==> config.mk <==
export PLATFORM = sky130hd
export DESIGN_NAME = tile_clkrst_seq
export DESIGN_NICKNAME = d
export VERILOG_FILES = /design/src/rtl/tile_clkrst_seq.sv
export SDC_FILE = /design/constraint.sdc
export NUM_CORES = 1
export LEC_CHECK = 0
export BUFFER_PORTS_ARGS = -buffer_cell sky130_fd_sc_hd__buf_2
export CORE_UTILIZATION = 45
export CTS_BUF_LIST = sky130_fd_sc_hd__clkbuf_4 sky130_fd_sc_hd__clkbuf_8
export CTS_CLUSTER_DIAMETER = 50
export CTS_CLUSTER_SIZE = 40
export DETAILED_ROUTE_END_ITERATION = 6
export GPL_ROUTABILITY_DRIVEN = 1
export HOLD_SLACK_MARGIN = 0.1
export MAX_ROUTING_LAYER = met4
export PLACE_DENSITY_LB_ADDON = 0.08
export SKIP_LAST_GASP = 1
export SLEW_MARGIN = 20
export SYNTH_ARGS = -nofsm -noshare
export SYNTH_HDL_FRONTEND = slang
export SYNTH_SLANG_ARGS = --single-unit
==> constraint.sdc <==
create_clock -name clk_i -period 4.71 [get_ports clk_i]
set_input_delay 0.942 -clock clk_i [delete_from_list [all_inputs] [get_ports clk_i]]
set_output_delay 0.942 -clock clk_i [all_outputs]
set_load 0.02 [all_outputs]
==> src/rtl/tile_clkrst_seq.sv <==
// Per-domain tile clock/reset sequencer: brings each domain up (clock, then reset release)
// and down (drain, reset assert, then clock gate) in response to a level on/off request.
module tile_clkrst_seq #(
    parameter int unsigned NumDomains       = 4,
    parameter int unsigned RstReleaseCycles = 4,
    parameter int unsigned RstAssertCycles  = 8,
    parameter int unsigned IdleTimeout      = 256
) (
    input  logic                  clk_i,
    input  logic                  rst_i,
    input  logic                  clk_rst_bypass_i,
    input  logic [NumDomains-1:0] on_req_i,
    input  logic [NumDomains-1:0] idle_i,
    output logic [NumDomains-1:0] clk_en_o,
    output logic [NumDomains-1:0] rst_no,
    output logic [NumDomains-1:0] on_ack_o,
    output logic [NumDomains-1:0] timeout_o
);

    localparam int unsigned MaxA   = (RstReleaseCycles > RstAssertCycles) ? RstReleaseCycles
                                                                          : RstAssertCycles;
    localparam int unsigned MaxCnt = (MaxA > IdleTimeout) ? MaxA : IdleTimeout;
    localparam int unsigned CntW   = (MaxCnt > 1) ? $clog2(MaxCnt) : 1;

    localparam logic [CntW-1:0] RelLast  = CntW'(RstReleaseCycles - 1);
    localparam logic [CntW-1:0] AsrtLast = CntW'(RstAssertCycles - 1);
    localparam logic [CntW-1:0] IdleLast = CntW'(IdleTimeout - 1);

    localparam logic [2:0] ST_OFF    = 3'd0;
    localparam logic [2:0] ST_CLK_UP = 3'd1;
    localparam logic [2:0] ST_RUN    = 3'd2;
    localparam logic [2:0] ST_DRAIN  = 3'd3;
    localparam logic [2:0] ST_RST_DN = 3'd4;

    logic [2:0]            state_q [NumDomains];
    logic [2:0]            state_d [NumDomains];
    logic [CntW-1:0]       cnt_q   [NumDomains];
    logic [CntW-1:0]       cnt_d   [NumDomains];
    logic [NumDomains-1:0] timeout_q, timeout_d;
    logic [NumDomains-1:0] clk_en_q, clk_en_d;
    logic [NumDomains-1:0] rst_n_q, rst_n_d;
    logic [NumDomains-1:0] on_ack_q, on_ack_d;

    // Next-state and next-output logic, one independent FSM per domain
    always_comb begin
        timeout_d = '0;
        clk_en_d  = '0;
        rst_n_d   = '0;
        on_ack_d  = '0;
        for (int unsigned d = 0; d < NumDomains; d++) begin
            state_d[d] = state_q[d];
            cnt_d[d]   = cnt_q[d];
            case (state_q[d])
                ST_OFF: begin
                    if (on_req_i[d]) begin
                        state_d[d] = ST_CLK_UP;
                        cnt_d[d]   = '0;
                    end
                end
                ST_CLK_UP: begin
                    if (cnt_q[d] == RelLast) begin
                        state_d[d] = ST_RUN;
                        cnt_d[d]   = '0;
                    end else begin
                        cnt_d[d] = cnt_q[d] + CntW'(1);
                    end
                end
                ST_RUN: begin
                    if (!on_req_i[d]) begin
                        state_d[d] = ST_DRAIN;
                        cnt_d[d]   = '0;
                    end
                end
                ST_DRAIN: begin
                    // A renewed request aborts the shutdown before idle/timeout are considered
                    if (on_req_i[d]) begin
                        state_d[d] = ST_RUN;
                        cnt_d[d]   = '0;
                    end else if (idle_i[d]) begin
                        state_d[d] = ST_RST_DN;
                        cnt_d[d]   = '0;
                    end else if (cnt_q[d] == IdleLast) begin
                        state_d[d]   = ST_RST_DN;
                        cnt_d[d]     = '0;
                        timeout_d[d] = 1'b1;
                    end else begin
                        cnt_d[d] = cnt_q[d] + CntW'(1);
                    end
                end
                ST_RST_DN: begin
                    if (cnt_q[d] == AsrtLast) begin
                        state_d[d] = ST_OFF;
                        cnt_d[d]   = '0;
                    end else begin
                        cnt_d[d] = cnt_q[d] + CntW'(1);
                    end
                end
                default: begin
                    state_d[d] = ST_OFF;
                    cnt_d[d]   = '0;
                end
            endcase
            clk_en_d[d] = (state_d[d] != ST_OFF);
            rst_n_d[d]  = (state_d[d] == ST_RUN) || (state_d[d] == ST_DRAIN);
            on_ack_d[d] = (state_d[d] == ST_RUN);
        end
    end

    always_ff @(posedge clk_i) begin
        if (rst_i) begin
            for (int unsigned d = 0; d < NumDomains; d++) begin
                state_q[d] <= ST_OFF;
                cnt_q[d]   <= '0;
            end
            timeout_q <= '0;
            clk_en_q  <= '0;
            rst_n_q   <= '0;
            on_ack_q  <= '0;
        end else begin
            for (int unsigned d = 0; d < NumDomains; d++) begin
                state_q[d] <= state_d[d];
                cnt_q[d]   <= cnt_d[d];
            end
            timeout_q <= timeout_d;
            clk_en_q  <= clk_en_d;
            rst_n_q   <= rst_n_d;
            on_ack_q  <= on_ack_d;
        end
    end

    // Bypass overrides only the clock/reset pins; sequencing continues underneath
    assign clk_en_o  = clk_rst_bypass_i ? '1 : clk_en_q;
    assign rst_no    = clk_rst_bypass_i ? {NumDomains{~rst_i}} : rst_n_q;
    assign on_ack_o  = on_ack_q;
    assign timeout_o = timeout_q;

endmodule
==> flow_metrics.tcl, run 1 <==
set metrics [dict create \
    cp_slowest_stage_delay_ns 0.42 \
    drt-total-wl_um 6860 \
    clockRootBuffer "clkbuf_8" \
    peakVddDrop_mv 0.200 \
    critical_path_peak_fanout 29 \
    syn-instance-count 380 \
    htree_levels 3 \
    synth-warning-count 0 \
    synthesis.area_um2 3180 \
    drive_above_1_share 0.145 \
    timing.hold.worst.class "flip-flop to flip-flop" \
    drt-vias-per-instance 5.60 \
    place_inst 488 \
    synth.top_cells.by_area "dfxtp_1 38%, nand2_1 3.7%, nor2_1 3.7%" \
    critical_path_arrival_ns 1.83 \
    first_global_vias 2444 \
    fmax_mhz 361 \
    register_bit_total_from_synthesis 60 \
    grt_use_total 0.202 \
    synth_sequential_area_ratio 0.377 \
    pin_count 27 \
    setup_cp_type "input port to output pin" \
    wl_per_cell_um 13.6 \
    cts_buffer_depth 2 \
    tritoncts.num_buffers 9 \
    status "finished, final reports clean" \
    sum_of_negative_setup_slack_ns 0 \
    rsz0062_at_grt "false" \
    num_rows 30 \
    synth_top_cells_by_count "60 x dfxtp_1, 31 x nand2_1, 31 x nor2_1" \
    list_of_cells_traversed_by_the_critical_path "buf_2, nand2b_1, o21ai_0, buf_2" \
    worst_skew_pair.late_latency_ns 0.34 \
    drt_iter0_drc 87 \
    hpwlAfterDp_um 4870 \
    start_kind "input port" \
    grt_antenna_before_repair 0 \
    setup_viol 0 \
    post-synth-top-count-cell "dfxtp_1" \
    total_power_w 0.00112 \
    synth_top_area_share 0.377 \
    final-hold-violation-count 0 \
    synth_cell_types 60 \
    num-fill-cells 664 \
    gp_routability_congestion 0.814 \
    global_route.overflow_total 0 \
    ctsResizeCount 0 \
    post-route-min-period_ns 2.77 \
    layout_setup_ws_ns 1.94 \
    drcViolationCount 0 \
    cts.sink_count 60 \
    grt_pass1_wl_um 11500 \
    cp_data_required_time_ns 3.77 \
    grt_start_max_net_pins 30 \
    die_width_um 86.1 \
    tritoncts_clock_tree "yes" \
    synthToLayoutAreaGrowth_pct 12.3 \
    critical_path.most_common_cell "buf_2" \
    max-slew-margin-rel 0.516 \
    worst_setup_hold_path_clk_slew_ns 0.06 \
    cts.hold.buffers_added 0 \
    fin_crit_sh 0.589 \
    worst_slew_pin_slew_ns 0.720 \
    postSynthNetCount 395 \
    dp_slack_ns 1.92 \
    postSynth.asyncResetShare 0 \
    synth-edff-count 0 \
    antenna-diode-count 0 \
    portbufs 26 \
    syn-mean-instance-area_um2 8.38 \
    initial_utilization 0.466 \
    yosys.area.top_type "dfxtp_1" \
    clock-skew-final_ns 0.0116 \
    detail-route-antenna-nets 0 \
    layout.core_utilization 0.523 \
    power_density_nw_per_um2 312 \
    finish.net_count 418 \
    routed-via-count 2822 \
    number_of_max_slew_violations_in_the_final_report 0 \
    cts_post_setup_buffers_inserted 0 \
    ys.flop_type "dfxtp_1" \
    fp.dieH_um 86.1 \
    drv.max_cap_violation_count 0 \
    layoutNonFillerInstCount 504 \
    core-area_um2 6830 \
    die_area_um2 7420 \
    worst_setup_ep_type "output pin" \
    power_leakage_nw 1.32 \
    drt-pass1-iter-count 5 \
    slowest_stage_cell_crit_path "buf_2" \
]
[logic make-up (layout without fill, tap and decap cells)]
group / count (synthesis) / after routing / synth area share
buffers and inverters: 26 / 54 / 0.0358
XOR/XNOR: 16 / 16 / 0.0440
AND/OR/NAND/NOR: 184 / 184 / 0.320
multiplexers: 1 / 1 / 0.00314
adder cells (fa/ha/maj): 4 / 4 / 0.0157
flip-flops: 60 / 60 / 0.377
AO/OA/AOI/OAI: 89 / 89 / 0.204
[cells in the final DEF, fill, tap and decap left out, types with 4 or more instances in the layout]
cell,instances
xnor2_1,7
clkbuf_8,11
nand2_1,31
nor4_1,12
xor2_1,9
a21oi_1,14
a211oi_1,8
nor3_1,20
or2_2,5
and2_1,7
nand4_1,5
nand3b_1,5
ha_1,4
or3_1,7
and4_1,5
o21ai_0,18
o211ai_1,6
a31oi_1,8
buf_2,26
o21a_1,4
and3_1,6
nor2_1,31
nor3b_1,9
nand2b_1,12
inv_1,11
nor2b_1,5
nand3_1,12
dfxtp_1,60
[where the power goes]
part | switching, W | internal (W) | total [W]
Combinational | 0.0000636 | 0.0000394 | 0.000103
Clock | 0.000203 | 0.000277 | 0.000480
Sequential | 0.0000128 | 0.000519 | 0.000532
[flip-flops by register name (all words and copies together) (netlist names)]
register and count:
clk_en_q 4, on_ack_o 4, rst_n_q 4, timeout_o 4, cnt_q 32, state_q 12
[metrics by stage]
stage	instance area, µm²	hold slack (ns)
6_report	3580	0.512
5_1_grt	3580	0.543
4_1_cts	3580	0.503
3_5_place_dp	3370	0.492
3_3_place_gp	3370	0.481
2_1_floorplan	3180	0.466
[area by class of cell]
class / count / area, µm² / area share
Timing Repair Buffer: 27 / 138 / 0.0385
Clock inverter: 4 / 47.5 / 0.0133
Sequential cell: 60 / 1200 / 0.336
Clock buffer: 12 / 159 / 0.0444
Multi-Input combinational cell: 294 / 1870 / 0.523
Tap cell: 96 / 120 / 0.0336
Inverter: 11 / 41.3 / 0.0115
[worst max-delay path, delay by kind of cell]
family	cells	cell delay (ns)
buf+inv	2	0.58
simple gates	1	0.22
compound gates	1	0.09
[layer usage]
metal	share of wire	global-route usage	up-vias
met5	0	-	-
met4	0.012	0.0803	0
met3	0.031	0.0462	9
met2	0.44	0.309	43
met1	0.51	0.258	1310
li1	-	-	1460
[final timing paths]
check,to,start,cells past startpoint,slack (ns)
worst max-delay path,rst_no[1],rst_i,4,1.94
worst min-delay path,cnt_q[1][0],cnt_q[1][0],1,0.51
worst max register to register,clk_en_q[1],cnt_q[1][3],5,2.64
worst min register to register,cnt_q[1][0],cnt_q[1][0],1,0.51
Note: power is estimated with default switching activity, not from simulation.
==> inputs of run 2 (changes only) <==
Clock period 4.71 ns to 2.7 ns, I/O delays scaled along.
==> flow_metrics.tcl, run 2 (same netlist as run 1, synthesis figures left out) <==
set metrics [dict create \
    die_area_um2 7420 \
    power_leakage_nw 1.34 \
    crit_family "simple AND/OR/NAND/NOR gates" \
    routed-via-count 2835 \
    global_route.overflow_total 0 \
    num_rows 30 \
    core-area_um2 6830 \
    cts_post_setup_buffers_inserted 0 \
    grt_antenna_before_repair 0 \
    critical_path_peak_fanout 5 \
    final-hold-violation-count 0 \
    worst_slew_pin_slew_ns 0.684 \
    grt_pass1_wl_um 11700 \
    layout.cells.most_common "dfxtp_1" \
    num-fill-cells 677 \
    setup_viol 0 \
    hold-worst-slack_ns 0.506 \
    wl_per_cell_um 13.6 \
    cts.sink_count 60 \
    multiInputGateArea_um2 1870 \
    timing.hold.worst.class "flip-flop to flip-flop" \
    post-route-min-period_ns 2.05 \
    drive_above_1_share 0.147 \
    ff_latch_area_um2 1200 \
    tritoncts.num_buffers 9 \
    die_width_um 86.1 \
    grt_start_max_net_pins 24 \
    antenna-diode-count 0 \
    rsz0062_at_grt "false" \
    number_of_max_slew_violations_in_the_final_report 0 \
    sum_of_negative_setup_slack_ns 0 \
    fp.dieH_um 86.1 \
    worstReg2RegEnd "clk_en_q[0]" \
    first_global_vias 2497 \
    reg2regPathDepth 5 \
    worst_setup_hold_path_clk_slew_ns 0.07 \
    max_reg_flops 32 \
    setup_cp_type "flip-flop to flip-flop" \
    list_of_cells_traversed_by_the_critical_path "or4_4, o31ai_4, or2b_1, a31oi_1, or4_1" \
    drcViolationCount 0 \
    whs_path_depth 1 \
    gp_routability_congestion 0.829 \
    fin_crit_sh 0.760 \
    slowest_stage_cell_crit_path "or4_4" \
    synthToLayoutAreaGrowth_pct 13.9 \
    hold_path_end "cnt_q[1][0]" \
    fmax_mhz 487 \
    most_used_cells_in_the_layout_excluding_fill_and_tap_cells "60 x dfxtp_1, 31 x nand2_1, 31 x nor2_1" \
    worst_skew_pair.late_latency_ns 0.34 \
    tritoncts_clock_tree "yes" \
    portbufs 26 \
    number_of_buffer_and_inverter_stages_on_the_critical_path 0 \
    peakVddDrop_mv 0.256 \
    cts_buffer_depth 2 \
    initial_utilization 0.466 \
    status "finished, final reports clean" \
    grt_use_total 0.204 \
    power_density_nw_per_um2 584 \
    hpwlAfterDp_um 4800 \
    htree_levels 3 \
    max-slew-margin-rel 0.541 \
    min_from "cnt_q[1][0]" \
    cp_slowest_stage_delay_ns 0.56 \
    ctsResizeCount 0 \
    drt_iter0_drc 84 \
    clock-skew-final_ns 0.00843 \
    pin_count 27 \
    critical_path_arrival_ns 2.27 \
    cp.depth 5 \
    drv.max_cap_violation_count 0 \
    drt-total-wl_um 6890 \
    drt-vias-per-instance 5.61 \
    start_kind "flip-flop" \
    drt-pass1-iter-count 4 \
    largest_registers_ranked_by_flip_flop_count "cnt_q: 32 flops, state_q: 12 flops" \
    cp_data_required_time_ns 2.92 \
    cts.hold.buffers_added 0 \
    clockRootBuffer "clkbuf_8" \
    place_inst 489 \
    finish.net_count 419 \
    crit-reg2reg-launch "cnt_q[0][3]" \
    top_register "cnt_q" \
    layoutNonFillerInstCount 505 \
    regToRegSetupSlack_ns 0.65 \
    worst_setup_ep_type "flip-flop" \
    detail-route-antenna-nets 0 \
]
## run 2: cell count changes in the layout (fill, tap and decap cells not counted), sizes merged
| cell | before | now |
|---|---|---|
| clkbuf | 12 | 10 |
| bufinv | 1 | 3 |
| buf | 27 | 28 |
## run 2: final cells by class
| type | instances | share of cell area |
|---|---|---|
| Tap cell | 96 | 0.0331 |
| Multi-Input combinational cell | 294 | 0.516 |
| Clock inverter | 6 | 0.0307 |
| Sequential cell | 60 | 0.331 |
| Timing Repair Buffer | 28 | 0.0400 |
| Inverter | 11 | 0.0114 |
| Clock buffer | 10 | 0.0380 |
## run 2: worst max path at each step
stage	startpoint	end	slack (ns)
6_report	cnt_q[0][3]	clk_en_q[0]	0.65
5_1_grt	cnt_q[1][3]	cnt_q[1][4]	0.50
4_1_cts	cnt_q[1][3]	clk_en_q[1]	0.65
3_5_place_dp	on_req_i[3]	cnt_q[3][7]	0.48
3_3_place_gp	on_req_i[3]	cnt_q[3][7]	0.52
2_1_floorplan	cnt_q[1][3]	clk_en_q[1]	0.76
## run 2: per-stage QoR
step                       util  cell area (µm²)  power, W  setup slack, ns
after floorplan               -             3180   0.00108            0.756
after global placement    0.494             3380   0.00113            0.515
after detailed placement  0.494             3380   0.00113            0.481
after CTS                 0.531             3630   0.00214            0.649
after global routing      0.531             3630   0.00222            0.498
final                     0.531             3630   0.00212            0.648
## run 2: per-layer routing
layer / GRT usage / part of all wire / up-vias
met5: - / 0 / -
met4: 0.0894 / 0.010 / 0
met3: 0.0366 / 0.036 / 5
met2: 0.308 / 0.44 / 58
met1: 0.268 / 0.51 / 1303
li1: - / - / 1469
## run 2: power breakdown
group,internal (W),switching [W]
Combinational,0.0000697,0.000112
Clock,0.000638,0.000370
Sequential,0.000906,0.0000210
